`src/rtl/sdram_read.sv`:
```
// Read-side engine of the SDRAM controller: ACTIVE, BURST_NUM READ bursts, PRECHARGE, with refresh break.
// Define SDRAM_RD_AUTO_PRECHARGE_EN to close the row with READ auto-precharge instead of PRECHARGE.
module sdram_read #(
    parameter int BURST_LEN = 4,
    parameter int CAS_LAT   = 3,
    parameter int TRCD      = 2,
    parameter int TRP       = 2,
    parameter int BURST_NUM = 4
) (
    input  logic        clk,
    input  logic        rst,
    input  logic        ini_end,
    input  logic        rd_trig,
    input  logic        ref_req,
    input  logic        r_en,
    output logic        r_req,
    output logic        read_data_end,
    output logic        read_ref_break_end,
    output logic [17:0] read_cmd,
    input  logic [15:0] dq_in,
    output logic [15:0] rd_data,
    output logic        rd_data_vld
);

    typedef enum logic [2:0] {
        S_IDLE,
        S_ACT,
        S_TRCD,
        S_READ,
        S_PRE,
        S_TRP
    } state_t;

    localparam logic [3:0]  CMD_NOP  = 4'b0111;
    localparam logic [3:0]  CMD_ACT  = 4'b0011;
    localparam logic [3:0]  CMD_READ = 4'b0101;
    localparam logic [17:0] CMD_IDLE = 18'h3C000;
`ifdef SDRAM_RD_AUTO_PRECHARGE_EN
    localparam int TRP_CYC = BURST_LEN + TRP;
`else
    localparam logic [3:0] CMD_PRE = 4'b0010;
    localparam int TRP_CYC = TRP;
`endif
    localparam int BCW = $clog2(BURST_NUM + 1);
    localparam logic [7:0]     TRCD_LAST  = 8'(TRCD - 1);
    localparam logic [7:0]     SLOT_LAST  = 8'(BURST_LEN - 1);
    localparam logic [7:0]     TRP_LAST   = 8'(TRP_CYC - 1);
    localparam logic [BCW-1:0] BURST_LAST = BCW'(BURST_NUM - 1);
    localparam logic [BCW-1:0] BURST_DONE = BCW'(BURST_NUM);

    state_t         state, state_nxt;
    logic [7:0]     cnt, cnt_nxt;
    logic           pending;
    logic [11:0]    row;
    logic [8:0]     col;
    logic [BCW-1:0] burst_cnt;
    logic [CAS_LAT:0] vld_pipe;
    logic           slot_end, last_burst, trp_end, done, stop_req;

`ifdef SDRAM_RD_AUTO_PRECHARGE_EN
    // The auto-precharge bit rides on the READ itself, so the break decision is taken at slot start.
    logic brk;
    assign stop_req = brk;
`else
    assign stop_req = ref_req;
`endif

    assign slot_end   = (state == S_READ) && (cnt == SLOT_LAST);
    assign last_burst = (burst_cnt == BURST_LAST);
    assign trp_end    = (state == S_TRP) && (cnt == TRP_LAST);
    assign done       = trp_end && (burst_cnt == BURST_DONE);

    assign read_data_end      = done;
    assign read_ref_break_end = trp_end && !done;
    assign r_req              = pending && (state == S_IDLE);
    assign rd_data_vld        = vld_pipe[CAS_LAT];

    always_ff @(posedge clk) begin
        if (rst) begin
            state <= S_IDLE;
            cnt   <= 8'd0;
        end else begin
            state <= state_nxt;
            cnt   <= cnt_nxt;
        end
    end

    always_comb begin
        state_nxt = state;
        cnt_nxt   = cnt + 8'd1;
        read_cmd  = {CMD_NOP, 2'b00, 12'h000};
        case (state)
            S_IDLE: begin
                read_cmd = CMD_IDLE;
                cnt_nxt  = 8'd0;
                if (r_en && pending)
                    state_nxt = S_ACT;
            end
            S_ACT: begin
                read_cmd  = {CMD_ACT, 2'b00, row};
                cnt_nxt   = 8'd0;
                state_nxt = S_TRCD;
            end
            S_TRCD: begin
                if (cnt == TRCD_LAST) begin
                    cnt_nxt   = 8'd0;
                    state_nxt = S_READ;
                end
            end
            S_READ: begin
                if (cnt == 8'd0) begin
                    read_cmd = {CMD_READ, 2'b00, 3'b000, col};
`ifdef SDRAM_RD_AUTO_PRECHARGE_EN
                    read_cmd[10] = last_burst || ref_req;
`endif
                end
                if (slot_end) begin
                    cnt_nxt = 8'd0;
                    if (last_burst || stop_req)
`ifdef SDRAM_RD_AUTO_PRECHARGE_EN
                        state_nxt = S_TRP;
`else
                        state_nxt = S_PRE;
`endif
                end
            end
            S_PRE: begin
`ifndef SDRAM_RD_AUTO_PRECHARGE_EN
                read_cmd = {CMD_PRE, 2'b00, 12'h400};
`endif
                cnt_nxt   = 8'd0;
                state_nxt = S_TRP;
            end
            S_TRP: begin
                if (trp_end) begin
                    cnt_nxt   = 8'd0;
                    state_nxt = S_IDLE;
                end
            end
            default: begin
                cnt_nxt   = 8'd0;
                state_nxt = S_IDLE;
            end
        endcase
    end

    // Position bookkeeping survives a refresh break so the next grant resumes the same row/column.
    always_ff @(posedge clk) begin
        if (rst) begin
            pending   <= 1'b0;
            row       <= 12'd0;
            col       <= 9'd0;
            burst_cnt <= '0;
            vld_pipe  <= '0;
            rd_data   <= 16'd0;
`ifdef SDRAM_RD_AUTO_PRECHARGE_EN
            brk       <= 1'b0;
`endif
        end else begin
            if (done)
                pending <= 1'b0;
            else if (rd_trig && ini_end)
                pending <= 1'b1;
            if (slot_end) begin
                col       <= col + 9'(BURST_LEN);
                burst_cnt <= burst_cnt + BCW'(1);
            end
            if (done) begin
                row       <= row + 12'd1;
                col       <= 9'd0;
                burst_cnt <= '0;
            end
`ifdef SDRAM_RD_AUTO_PRECHARGE_EN
            if ((state == S_READ) && (cnt == 8'd0))
                brk <= ref_req;
`endif
            vld_pipe <= {vld_pipe[CAS_LAT-1:0], state == S_READ};
            rd_data  <= dq_in;
        end
    end

endmodule
```
`config.mk`:
```
export PLATFORM = sky130hd
export DESIGN_NAME = sdram_read
export DESIGN_NICKNAME = d
export VERILOG_FILES = /design/src/rtl/sdram_read.sv
export SDC_FILE = /design/constraint.sdc
export NUM_CORES = 1
export LEC_CHECK = 0
export BUFFER_PORTS_ARGS = -buffer_cell sky130_fd_sc_hd__buf_2
export CELL_PAD_IN_SITES_DETAIL_PLACEMENT = 1
export CELL_PAD_IN_SITES_GLOBAL_PLACEMENT = 1
export CORE_MARGIN = 3
export CORE_UTILIZATION = 36
export DETAILED_ROUTE_END_ITERATION = 8
export PLACE_DENSITY_LB_ADDON = 0.1
export SETUP_SLACK_MARGIN = 0.05
export SLEW_MARGIN = 10
export SYNTH_ARGS = -nofsm -noshare
export SYNTH_HDL_FRONTEND = slang
export SYNTH_SLANG_ARGS = --single-unit
```
`constraint.sdc`:
```
create_clock -name clk -period 2.2 [get_ports clk]
set_clock_uncertainty 0.05 [all_clocks]
set_input_delay 0.44 -clock clk [delete_from_list [all_inputs] [get_ports clk]]
set_output_delay 0.44 -clock clk [all_outputs]
set_load 0.005 [all_outputs]
```
---- Yosys cells after proc, flatten, opt, wreduce, memory -nomap -nowiden ----
Index checks and enable logic that the tools add are counted.
storage, ports and cells
  memory bits (read-only) ................. 0
  memories ................................ 0
  word-level logic and storage cells ...... 51
  input bits .............................. 22
  latch bits .............................. 0
  flip-flop bits (word level) ............. 56
  output and inout port bits .............. 38
  RAM bits ................................ 0
operators by class
  bitwise gates (word level) .............. 0
  equal/unequal tests ..................... 14
  magnitude comparators ................... 0
  reduce and logical (&&, ||, !) cells .... 13
  shift operators ......................... 0
  multiply operators ...................... 0
  $add $sub $neg .......................... 4
  divide/modulo/power cells ............... 0
  mux-type cells .......................... 12
operator list
  operator                                                                 number
  18-bit case mux with 4 select lines                                      1
  8-bit 2-to-1 mux                                                         3
  8-bit case mux with 3 select lines                                       1
  3-bit case mux with 6 select lines                                       1
  16-bit 2-to-1 mux                                                        1
  3-bit 2-to-1 mux                                                         5
  12-bit by 1-bit adder with 12-bit output, second input constant          1
  9-bit by 3-bit adder with 9-bit output, second input constant            1
  3-bit by 2-bit equality test with 1-bit output, second input constant    3
  3-bit equality test, second input constant                               3
  8-bit by 1-bit adder with 8-bit output, second input constant            1
  8-bit by 1-bit equality test with 1-bit output, second input constant    1
  8-bit by 2-bit equality test with 1-bit output, second input constant    1
  8-bit zero test                                                          1
  1-bit logical AND                                                        7
  2-bit inequality test, second input constant                             3
  5-bit AND reduction                                                      1
  2-bit by 1-bit inequality test with 1-bit output, second input constant  2
  3-bit by 1-bit adder with 3-bit output, second input constant            1
  3-bit by 1-bit equality test with 1-bit output, second input constant    1
  3-bit zero test                                                          1
  2-bit OR reduction                                                       1
  1-bit zero test                                                          1
  1-bit logical OR                                                         1

---- Logic depth before layout (Yosys ltp) ----
Gate-level depths: netlist of the first run.
  depth after elaboration ................. 5
  mapped depth ............................ 8
  depth with buffers taken out ............ 6

---- Worst setup path after synthesis of the first run ----
Ideal clock, no wire load.
  kind .................................... register to register
  start ................................... register cnt[4]
  end ..................................... register row[10]
  library setup time ...................... 123 ps
  required time ........................... 2027 ps
  path buffers ............................ 3
  arrival ................................. 2272 ps
  cell stages (with the launch flop) ...... 8
  setup slack ............................. -246 ps
  period minus slack after synthesis ...... 2446 ps
  cell sequence ........................... dfxtp_1 buf_6 or4_1 buf_2 or4_4 buf_6 nor4_1 mux2_1
on the way
  word-level cells in the longest chain between the ends .. 3
RTL lines
  what                                            RTL line  text
  start, declared                                 52        logic [7:0] cnt, cnt_nxt;
  start signal, assigned                          84        cnt <= cnt_nxt;
  8-bit by 1-bit equality test with 1-bit output  70        assign trp_end = (state == S_TRP) && (cnt == TRP_LAST);
  1-bit logical AND                               70
  1-bit logical AND                               71        assign done = trp_end && (burst_cnt == BURST_DONE);
  end signal, assigned                            169       row <= row + 12'd1;
  end, declared                                   54        logic [11:0] row;
No other way between the ends.
A chain may end at the register's enable or synchronous reset.

---- Worst setup path after layout of the first run ----
  start ................................... register cnt[2]
  end ..................................... output read_data_end
on the way
  word-level cells in the longest chain between the ends .. 3
RTL lines
  what                                            RTL line  text
  8-bit by 1-bit equality test with 1-bit output  70
  1-bit logical AND                               70
  1-bit logical AND                               71
  end, declared                                   17        output logic read_data_end,
No other way between the ends.

==> impl_results.md, run 1 <==
- Failing checks: negative setup slack
- Initial antenna violation count: 0
- Core Rows: 29
- Vias in the first global route: 2178
- Largest cells by area after synthesis: dfxtp_1 (43%), nor2b_1 (6.7%), nor2_1 (4.5%)
- Clk_lat worst skew: between 300 and 400 ps
- First-pass GRT wire length: 10.5 mm
- WS Path Type: reg -> out
- Most used DFF post-synth: dfxtp_1
- EDFF count, synth: 0
- Worst-path clk slew: ~110 ps
- Setup tns final: -1620 ps
- Hold_buf cts: 0
- WL met3: 265 µm
- WP data required: approximately 1700 ps
- CP max FO: 5
- GP Congestion: around 0.76
- DRT Wirelength: 6.48 mm
- WL per Instance: 15.1 µm
- Max transition margin: approximately three fifths
- Vias per cell: 5.13
- Hold Crit Class: in -> reg
- Root Driver: clkbuf_8
- Number of synthesized register bits: 54
- Final hold violation count: 0
- Post-Route M1 WL: 2.97 mm
- H-tree Lvls: 2
- Vias: 2202
- Synth unique cells: 45
- Highest Signal Layer: met4
- Number of port buffers: 57
- Max Freq: ~420 MHz
- Clk buf depth: 2
- Critical Path AT: 1870 ps
- Cts bufs inserted: 5
- Final setup violation count: 17
- Die extent in y: 89.5 µm
- Final nets: 381
- Top-area cell type share of the netlist area: 43.1%
- Sink Count: 54
- Core Region: around 6500 µm²
- Startpoint types: flip-flop
- LEAKAGE: between 0.001 and 0.0015 µW
- Status: finished with violations
- Die area: 8000 µm²
- Routed Antenna Nets: 0
- DP HPWL: around 4.7 mm
- Design Area, Final: around 3300 µm²
- Max Cap Violations: 0
- GRT Total Usage: ~17%
- Post-Syn Area: 2510 µm²
- PwrDens: 581 nW/µm²
- GRT overflow: 0
- Met2 WL post-DR: 3.15 mm
- Layout cell share with drive strength beyond 1: 35.5%
- Fillers: roughly 800
- Horiz. Die Dim: 89.5 µm
- Syn avg cell area: 8.99 µm²
- Critical Path End Type: output pin
- Fin. max-slew vios: 0
- Period Utilization, post-route: 107%
- Seq/Total Area, Yosys: a little over two fifths
- Setup WS post-layout: -159 ps
- IO Count: 60
- DR pass1 iterations: 4
- DP Area: 3000 µm²
- Ant diodes: 0
- Syn Inst Count: 279
- Drt drc: 0
- Worst slew pin tran: ~580 ps
- Setup repair after global routing missed its margin: true
- Starting DRT DRC Count: 93
- TritonCTS clock tree: done
- Largest net degree at the start of global routing: 32
- Layout overhead on the synthesized area: 30.1%
- Post-layout util: approximately half
- Post-synth ARST share: 0%
- Dominant cell type by area after synthesis: dfxtp_1
- Initial Utilization: between 30% and 40%
- Peak VDD IR: 268 µV
- Yosys Warn Count: 0
- Tmin final: about 2400 ps
[metrics by stage]
step           cells  worst slack, ps  total power (µW)  hold slack (ps)
6_report         429             -159              1900              274
5_1_grt          429             -229              1990              254
4_1_cts          428             -190              1920              263
3_5_place_dp     417            -23.5              1320              384
3_3_place_gp     417             27.5              1310              366
2_1_floorplan    280             -106              1200              364
[flip-flops by register name, indices dropped and copies added (netlist names)]
| name | count |
|---|---|
| state | 3 |
| col | 7 |
| pending | 1 |
| cnt | 8 |
| rd_data | 16 |
| row | 12 |
| vld_pipe | 4 |
| burst_cnt | 3 |
[synthesized netlist by cell type, drive strengths merged (3+ instances only)]
| cell | instances |
|---|---|
| mux2 | 7 |
| nor2 | 30 |
| nand3 | 10 |
| nand2b | 6 |
| nand2 | 9 |
| xnor2 | 8 |
| o31ai | 3 |
| a21oi | 10 |
| a31o | 3 |
| nor3b | 3 |
| xor2 | 4 |
| or4 | 5 |
| a22o | 9 |
| ha | 8 |
| inv | 12 |
| nor2b | 27 |
| dfxtp | 54 |
| or2 | 3 |
| buf | 6 |
| nand4 | 10 |
| and2 | 5 |
| clkbuf | 11 |
| nor4 | 10 |
| and3 | 3 |
[worst paths after layout]
check                           slack [ps]                     end  depth (start not counted)                    from
worst max-delay path                  -160           read_data_end                          4       cnt[2]$_SDFF_PP0_
worst min-delay path                   270   rd_data[0]$_SDFF_PP0_                          2                dq_in[0]
worst min register to register         410  vld_pipe[1]$_SDFF_PP0_                          1  vld_pipe[0]$_SDFF_PP0_
worst max register to register        -130     row[6]$_SDFFE_PP0P_                          6       cnt[2]$_SDFF_PP0_
[critical path: stages, from the launching register on]
cell	delay, ps
dfxtp_2	330
or4_4	570
or4_4	450
nor2_1	90
buf_2	110
[cells by family after synthesis]
family | count (synthesis) | synth area share (%)
other | 1 | 0.150
muxes | 9 | 3.94
xor gates and xnor gates | 12 | 4.19
DFF | 54 | 43.1
and+or+nand+nor | 129 | 28.7
adders and majority gates | 8 | 3.99
buffers and inverters | 29 | 5.29
AOI/OAI and AO/OA | 37 | 10.6
[per-layer routing]
metal,vias up,global-route usage [%]
met5,-,0
met4,0,5.28
met3,8,3.69
met2,45,28.9
met1,1040,21.1
li1,1109,-
[final cells by class]
class | count | area (µm²) | share of cell area (%)
Tap cell | 77 | 96.3 | 2.95
Sequential cell | 54 | 1080 | 33.2
Inverter | 12 | 45.0 | 1.38
Timing Repair Buffer | 81 | 495 | 15.2
Clock inverter | 3 | 25.0 | 0.767
Clock buffer | 5 | 68.8 | 2.11
Multi-Input combinational cell | 197 | 1450 | 44.4
[cell usage in the layout (no fill, tap or decap), drive strengths merged, types with 2 or more instances in the layout]
| cell type | n |
|---|---|
| o22ai | 2 |
| mux2 | 7 |
| nand4 | 10 |
| nor2 | 30 |
| a22o | 9 |
| buf | 81 |
| xnor2 | 8 |
| xor2 | 4 |
| a31o | 3 |
| a21o | 2 |
| and3 | 3 |
| conb | 2 |
| dfxtp | 54 |
| inv | 13 |
| nand3 | 10 |
| ha | 8 |
| nand3b | 2 |
| or3 | 2 |
| nor2b | 27 |
| mux2i | 2 |
| or2 | 3 |
| nor3 | 2 |
| or4 | 5 |
| nand2 | 9 |
| and2 | 5 |
| o31ai | 3 |
| nand2b | 6 |
| o21ai | 2 |
| nor4 | 10 |
| a21oi | 10 |
| nor3b | 3 |
| clkbuf | 5 |
[repair_timing]
item                       4_1_cts  5_1_grt
resized for setup               11       20
setup endpoints to repair       15       19
buffers inserted                 3        1
pin swaps                        5       11
[power by group]
| group | switching, µW | internal (µW) |
|---|---|---|
| Sequential | 9.45 | 1010 |
| Combinational | 160 | 124 |
| Clock | 366 | 231 |
Power figures use the tool's default switching activity.
==> run 2, diff against run 1 <==
--- a/config.mk
+++ b/config.mk
@@ -7,9 +7,10 @@
 export LEC_CHECK = 0
 export BUFFER_PORTS_ARGS = -buffer_cell sky130_fd_sc_hd__buf_2
 export CELL_PAD_IN_SITES_DETAIL_PLACEMENT = 1
-export CELL_PAD_IN_SITES_GLOBAL_PLACEMENT = 1
+export CELL_PAD_IN_SITES_GLOBAL_PLACEMENT = 2
+export CORE_ASPECT_RATIO = 2
 export CORE_MARGIN = 3
-export CORE_UTILIZATION = 36
+export CORE_UTILIZATION = 28
 export DETAILED_ROUTE_END_ITERATION = 8
 export PLACE_DENSITY_LB_ADDON = 0.1
 export SETUP_SLACK_MARGIN = 0.05
==> impl_results.md, run 2 (synthesized netlist as in run 1, its figures left out) <==
- Highest Signal Layer: met4
- Commonest non-fill, non-tap cells in the layout: buf_2 (57), dfxtp_1 (53), nor2_1 (28)
- Fillers: about 1100
- Hold_buf cts: 0
- Tmin final: approximately 2300 ps
- Met2 WL post-DR: 4.25 mm
- Setup WS post-layout: -146 ps
- Critical Path AT: 1860 ps
- Clk buf depth: 2
- IO Count: 60
- Final nets: 384
- Initial antenna violation count: 0
- WL met3: 286 µm
- Largest Register: rd_data
- Multi-input gate area: 1400 µm²
- Drt drc: 0
- Reg area: 1080 µm²
- Hold Crit Class: in -> reg
- DP Area: 3040 µm²
- GRT overflow: 0
- Core Rows: 48
- Core Region: a little under 9000 µm²
- Sink Count: 54
- Root Driver: clkbuf_16
- Flop-to-flop setup slack: -140 ps
- Final hold violation count: 0
- Die extent in y: 140 µm
- WS Path Type: reg -> out
- LEAKAGE: 0.00142 µW
- GRT Total Usage: around 14%
- DR pass1 iterations: 2
- Largest net degree at the start of global routing: 27
- DP HPWL: 5.53 mm
- Period Utilization, post-route: 107%
- First-pass GRT wire length: 11.5 mm
- Largest register FFs: 16
- Clk_lat worst skew: 300 ps
- Post-Route M1 WL: 2.47 mm
- Peak VDD IR: 322 µV
- Horiz. Die Dim: 72.9 µm
- Top Registers: rd_data x16, row x12, cnt x8
- CP max FO: 4
- Routed Antenna Nets: 0
- Layout overhead on the synthesized area: 32.7%
- Place WS: 8.69 ps
- GP Congestion: 0.750
- Die area: 10200 µm²
- Cts bufs inserted: 5
- Setup repair after global routing missed its margin: true
- Worst-path clk slew: 70 ps
- Startpoint types: flip-flop
- Layout cell share with drive strength beyond 1: 33.8%
- WP data required: 1710 ps
- PwrDens: 664 nW/µm²
- WL per Instance: 15.6 µm
- Design Area, Final: 3330 µm²
- H-tree Lvls: 2
- Max Freq: 426 MHz
- Max Cap Violations: 0
- Fin. max-slew vios: 0
- Critical Path End Type: output pin
- Failing checks: negative setup slack
- Starting DRT DRC Count: 44
- TritonCTS clock tree: done
- Initial Utilization: 29.0%
- Vias: roughly 2200
- Final setup violation count: 17
- Commonest non-fill, non-tap cell in the layout: buf_2
- Status: finished with violations
- Vias per cell: 4.94
- Vias in the first global route: 2294
- DRT Wirelength: 7.10 mm
- Number of port buffers: 57
- Overall power: 2210 µW
- Ant diodes: 0
- Hold Worst Slack: between 300 and 400 ps
==> run 2: worst max-delay path, stage by stage, from the launching register on <==
cell     delay [ps]
dfxtp_1         320
or4_4           570
or4_4           460
nor2_4           90
buf_2           120
==> run 2: cell type report <==
type,count,share of cell area (%)
clock buffer,5,3.76
clock inverter,3,1.32
inverter,12,1.35
multi-input combinational,197,42.1
sequential,54,32.5
tap,100,3.76
timing repair buffer,84,15.2
==> run 2: where the power goes <==
| part | total [µW] | leakage [µW] | switching, µW | internal [µW] |
|---|---|---|---|---|
| combinational | 284 | 0.000891 | 159 | 125 |
| sequential | 1010 | 0.000440 | 8.40 | 1000 |
| clock | 914 | 0.0000842 | 374 | 540 |
==> run 2: per-stage QoR <==
stage / instances / utilization, % / TNS, ps
floorplan: 280 / - / -211
global placement: 443 / 35.1 / 0
detailed placement: 443 / 35.1 / 0
CTS: 453 / 37.8 / -1320
global route: 455 / 38.5 / -2470
finish: 455 / 38.5 / -1380
==> run 2: metal layers <==
metal / track usage [%] / up-vias
met4: 4.67 / 0
met2: 28.9 / 39
li1: - / 1115
met5: 0 / -
met3: 2.53 / 8
met1: 14.0 / 1086
==> run 2: path summary, 6_finish.rpt <==
path | cells after the start | start | end
max | 4 | cnt[3]$_SDFF_PP0_ | read_data_end
min | 2 | dq_in[14] | rd_data[14]$_SDFF_PP0_
max reg2reg | 5 | cnt[3]$_SDFF_PP0_ | row[8]$_SDFFE_PP0P_
min reg2reg | 1 | vld_pipe[2]$_SDFF_PP0_ | vld_pipe[3]$_SDFF_PP0_
==> run 2: what timing repair did <==
item,CTS,global route
pin swaps,4,6
resized for setup,12,12
buffers inserted,2,1
gates cloned,0,1
endpoints found under the setup margin,13,30
==> run 3, diff against run 2 <==
--- a/config.mk
+++ b/config.mk
@@ -5,15 +5,18 @@
 export SDC_FILE = /design/constraint.sdc
 export NUM_CORES = 1
 export LEC_CHECK = 0
+export ABC_CLOCK_PERIOD_IN_PS = 2200
 export BUFFER_PORTS_ARGS = -buffer_cell sky130_fd_sc_hd__buf_2
 export CELL_PAD_IN_SITES_DETAIL_PLACEMENT = 1
 export CELL_PAD_IN_SITES_GLOBAL_PLACEMENT = 2
 export CORE_ASPECT_RATIO = 2
 export CORE_MARGIN = 3
 export CORE_UTILIZATION = 28
+export CTS_CLUSTER_SIZE = 12
 export DETAILED_ROUTE_END_ITERATION = 8
 export PLACE_DENSITY_LB_ADDON = 0.1
 export SETUP_SLACK_MARGIN = 0.05
+export SKIP_CTS_REPAIR_TIMING = 1
 export SLEW_MARGIN = 10
 export SYNTH_ARGS = -nofsm -noshare
 export SYNTH_HDL_FRONTEND = slang
==> impl_results.md, run 3 (synthesized netlist as in run 1, its figures left out) <==
- Design Area, Final: 3300 µm²
- Cts bufs inserted: 5
- Ant diodes: 0
- IO Count: 60
- Largest register FFs: 16
- Vias per cell: around 5
- WP data required: roughly 1700 ps
- WL per Instance: 15.4 µm
- Sw frac: 24.5%
- GRT overflow: 0
- Number of port buffers: 57
- Largest net degree at the start of global routing: 27
- Commonest non-fill, non-tap cell in the layout: buf_2
- Place WS: around 8.7 ps
- Final nets: 382
- Worst-path clk slew: 70 ps
- CP delay by family, top: simple AND/OR/NAND/NOR gates
- Top Registers: rd_data x16, row x12, cnt x8
- Final setup violation count: 12
- Worst path bufs/invs: 1
- TritonCTS clock tree: done
- Max Freq: around 430 MHz
- Clk network pwr share: 41.4%
- Commonest non-fill, non-tap cells in the layout: buf_2 (57), dfxtp_1 (53), nor2_1 (28)
- DP Area: 3040 µm²
- Clk buf depth: 2
- DRT Wirelength: between 6 and 7 mm
- DR pass1 iterations: 4
- Post-layout util: 38.2%
- Layout overhead on the synthesized area: 31.7%
- Clk_lat worst skew: 290 ps
- Starting DRT DRC Count: 52
- Setup WS post-layout: -148 ps
- Die extent in y: ~140 µm
- PwrDens: 668 nW/µm²
- Period Utilization, post-route: 107%
- Horiz. Die Dim: 72.9 µm
- Fin. max-slew vios: 0
- Die area: 10200 µm²
- DP HPWL: 5.53 mm
- Internal Pwr Total: between 1500 and 2000 µW
- Routed Antenna Nets: 0
- Startpoint types: flip-flop
- First-pass GRT wire length: 11.4 mm
- Crit-path slowest cell: or4_4
- Reg power frac: 45.9%
- Root Driver: clkbuf_16
- Tmin final: 2350 ps
- Comb power frac: about an eighth
- Core Rows: 48
- GP Congestion: 0.750
- Flop-to-flop setup slack: -40 ps
- Sink Count: 54
- Critical Path End Type: output pin
- Drt drc: 0
- Final hold violation count: 0
- CP max FO: 5
- WS Path Type: reg -> out
- Vias: 2235
- Cell mode on critical path: or4_4
- Layout cell share with drive strength beyond 1: 32.9%
- Status: finished with violations
- GRT Total Usage: 14.3%
- Hold Crit Class: in -> reg
- Critical Path AT: 1860 ps
- Largest Register: rd_data
- Core Region: 8650 µm²
- Peak VDD IR: 321 µV
- Setup repair after global routing missed its margin: true
- Max Cap Violations: 0
- H-tree Lvls: 2
- Hold Worst Slack: 303 ps
- Vias in the first global route: 2287
- Initial Utilization: between 20% and 30%
- Crit-path cells: or4_4, or4_4, nor2_4, buf_2
- Switching pwr: 540 µW
- Failing checks: negative setup slack
- LEAKAGE: 0.00142 µW
- Worst path max stage delay: 570 ps
- Initial antenna violation count: 0
==> run 3: cell count changes in the layout (fill, tap and decap cells not counted), sizes merged <==
cell  change
buf       -2
==> run 3: per-stage QoR <==
step | cells | TNS (ps) | power (µW)
2_1_floorplan | 280 | -211 | 1200
3_3_place_gp | 443 | 0 | 1320
3_5_place_dp | 443 | 0 | 1320
4_1_cts | 451 | -2450 | 2250
5_1_grt | 453 | -1770 | 2310
6_report | 453 | -865 | 2210
==> run 3: final cells by class <==
type,count,area [µm²]
Tap cell,100,125
Fill cell,1057,5350
Sequential cell,54,1080
Inverter,12,45.0
Timing Repair Buffer,82,480
Clock inverter,3,43.8
Multi-Input combinational cell,197,1400
Clock buffer,5,125
==> run 3: power by group through the flow <==
stage | logic (µW) | registers [µW] | clock network, µW
5_1_grt | 312 | 1020 | 981
4_1_cts | 282 | 1010 | 950
3_3_place_gp | 279 | 1040 | 0
2_1_floorplan | 153 | 1050 | 0
6_report | 279 | 1010 | 914
3_5_place_dp | 281 | 1040 | 0
==> run 3: path summary, 6_finish.rpt <==
check	from	endpoint	cells after the start
hold reg to reg	vld_pipe[2]$_SDFF_PP0_	vld_pipe[3]$_SDFF_PP0_	1
setup / recovery	cnt[2]$_SDFF_PP0_	read_data_end	4
hold / removal	dq_in[14]	rd_data[14]$_SDFF_PP0_	2
setup reg to reg	cnt[2]$_SDFF_PP0_	row[8]$_SDFFE_PP0P_	4
==> run 3: layer usage <==
metal	vias to the layer above	GRT usage [%]	routed length, µm
li1	1111	-	-
met1	1076	13.8	2450
met2	40	28.7	4150
met3	8	2.53	286
met4	0	4.67	94
met5	-	0	0
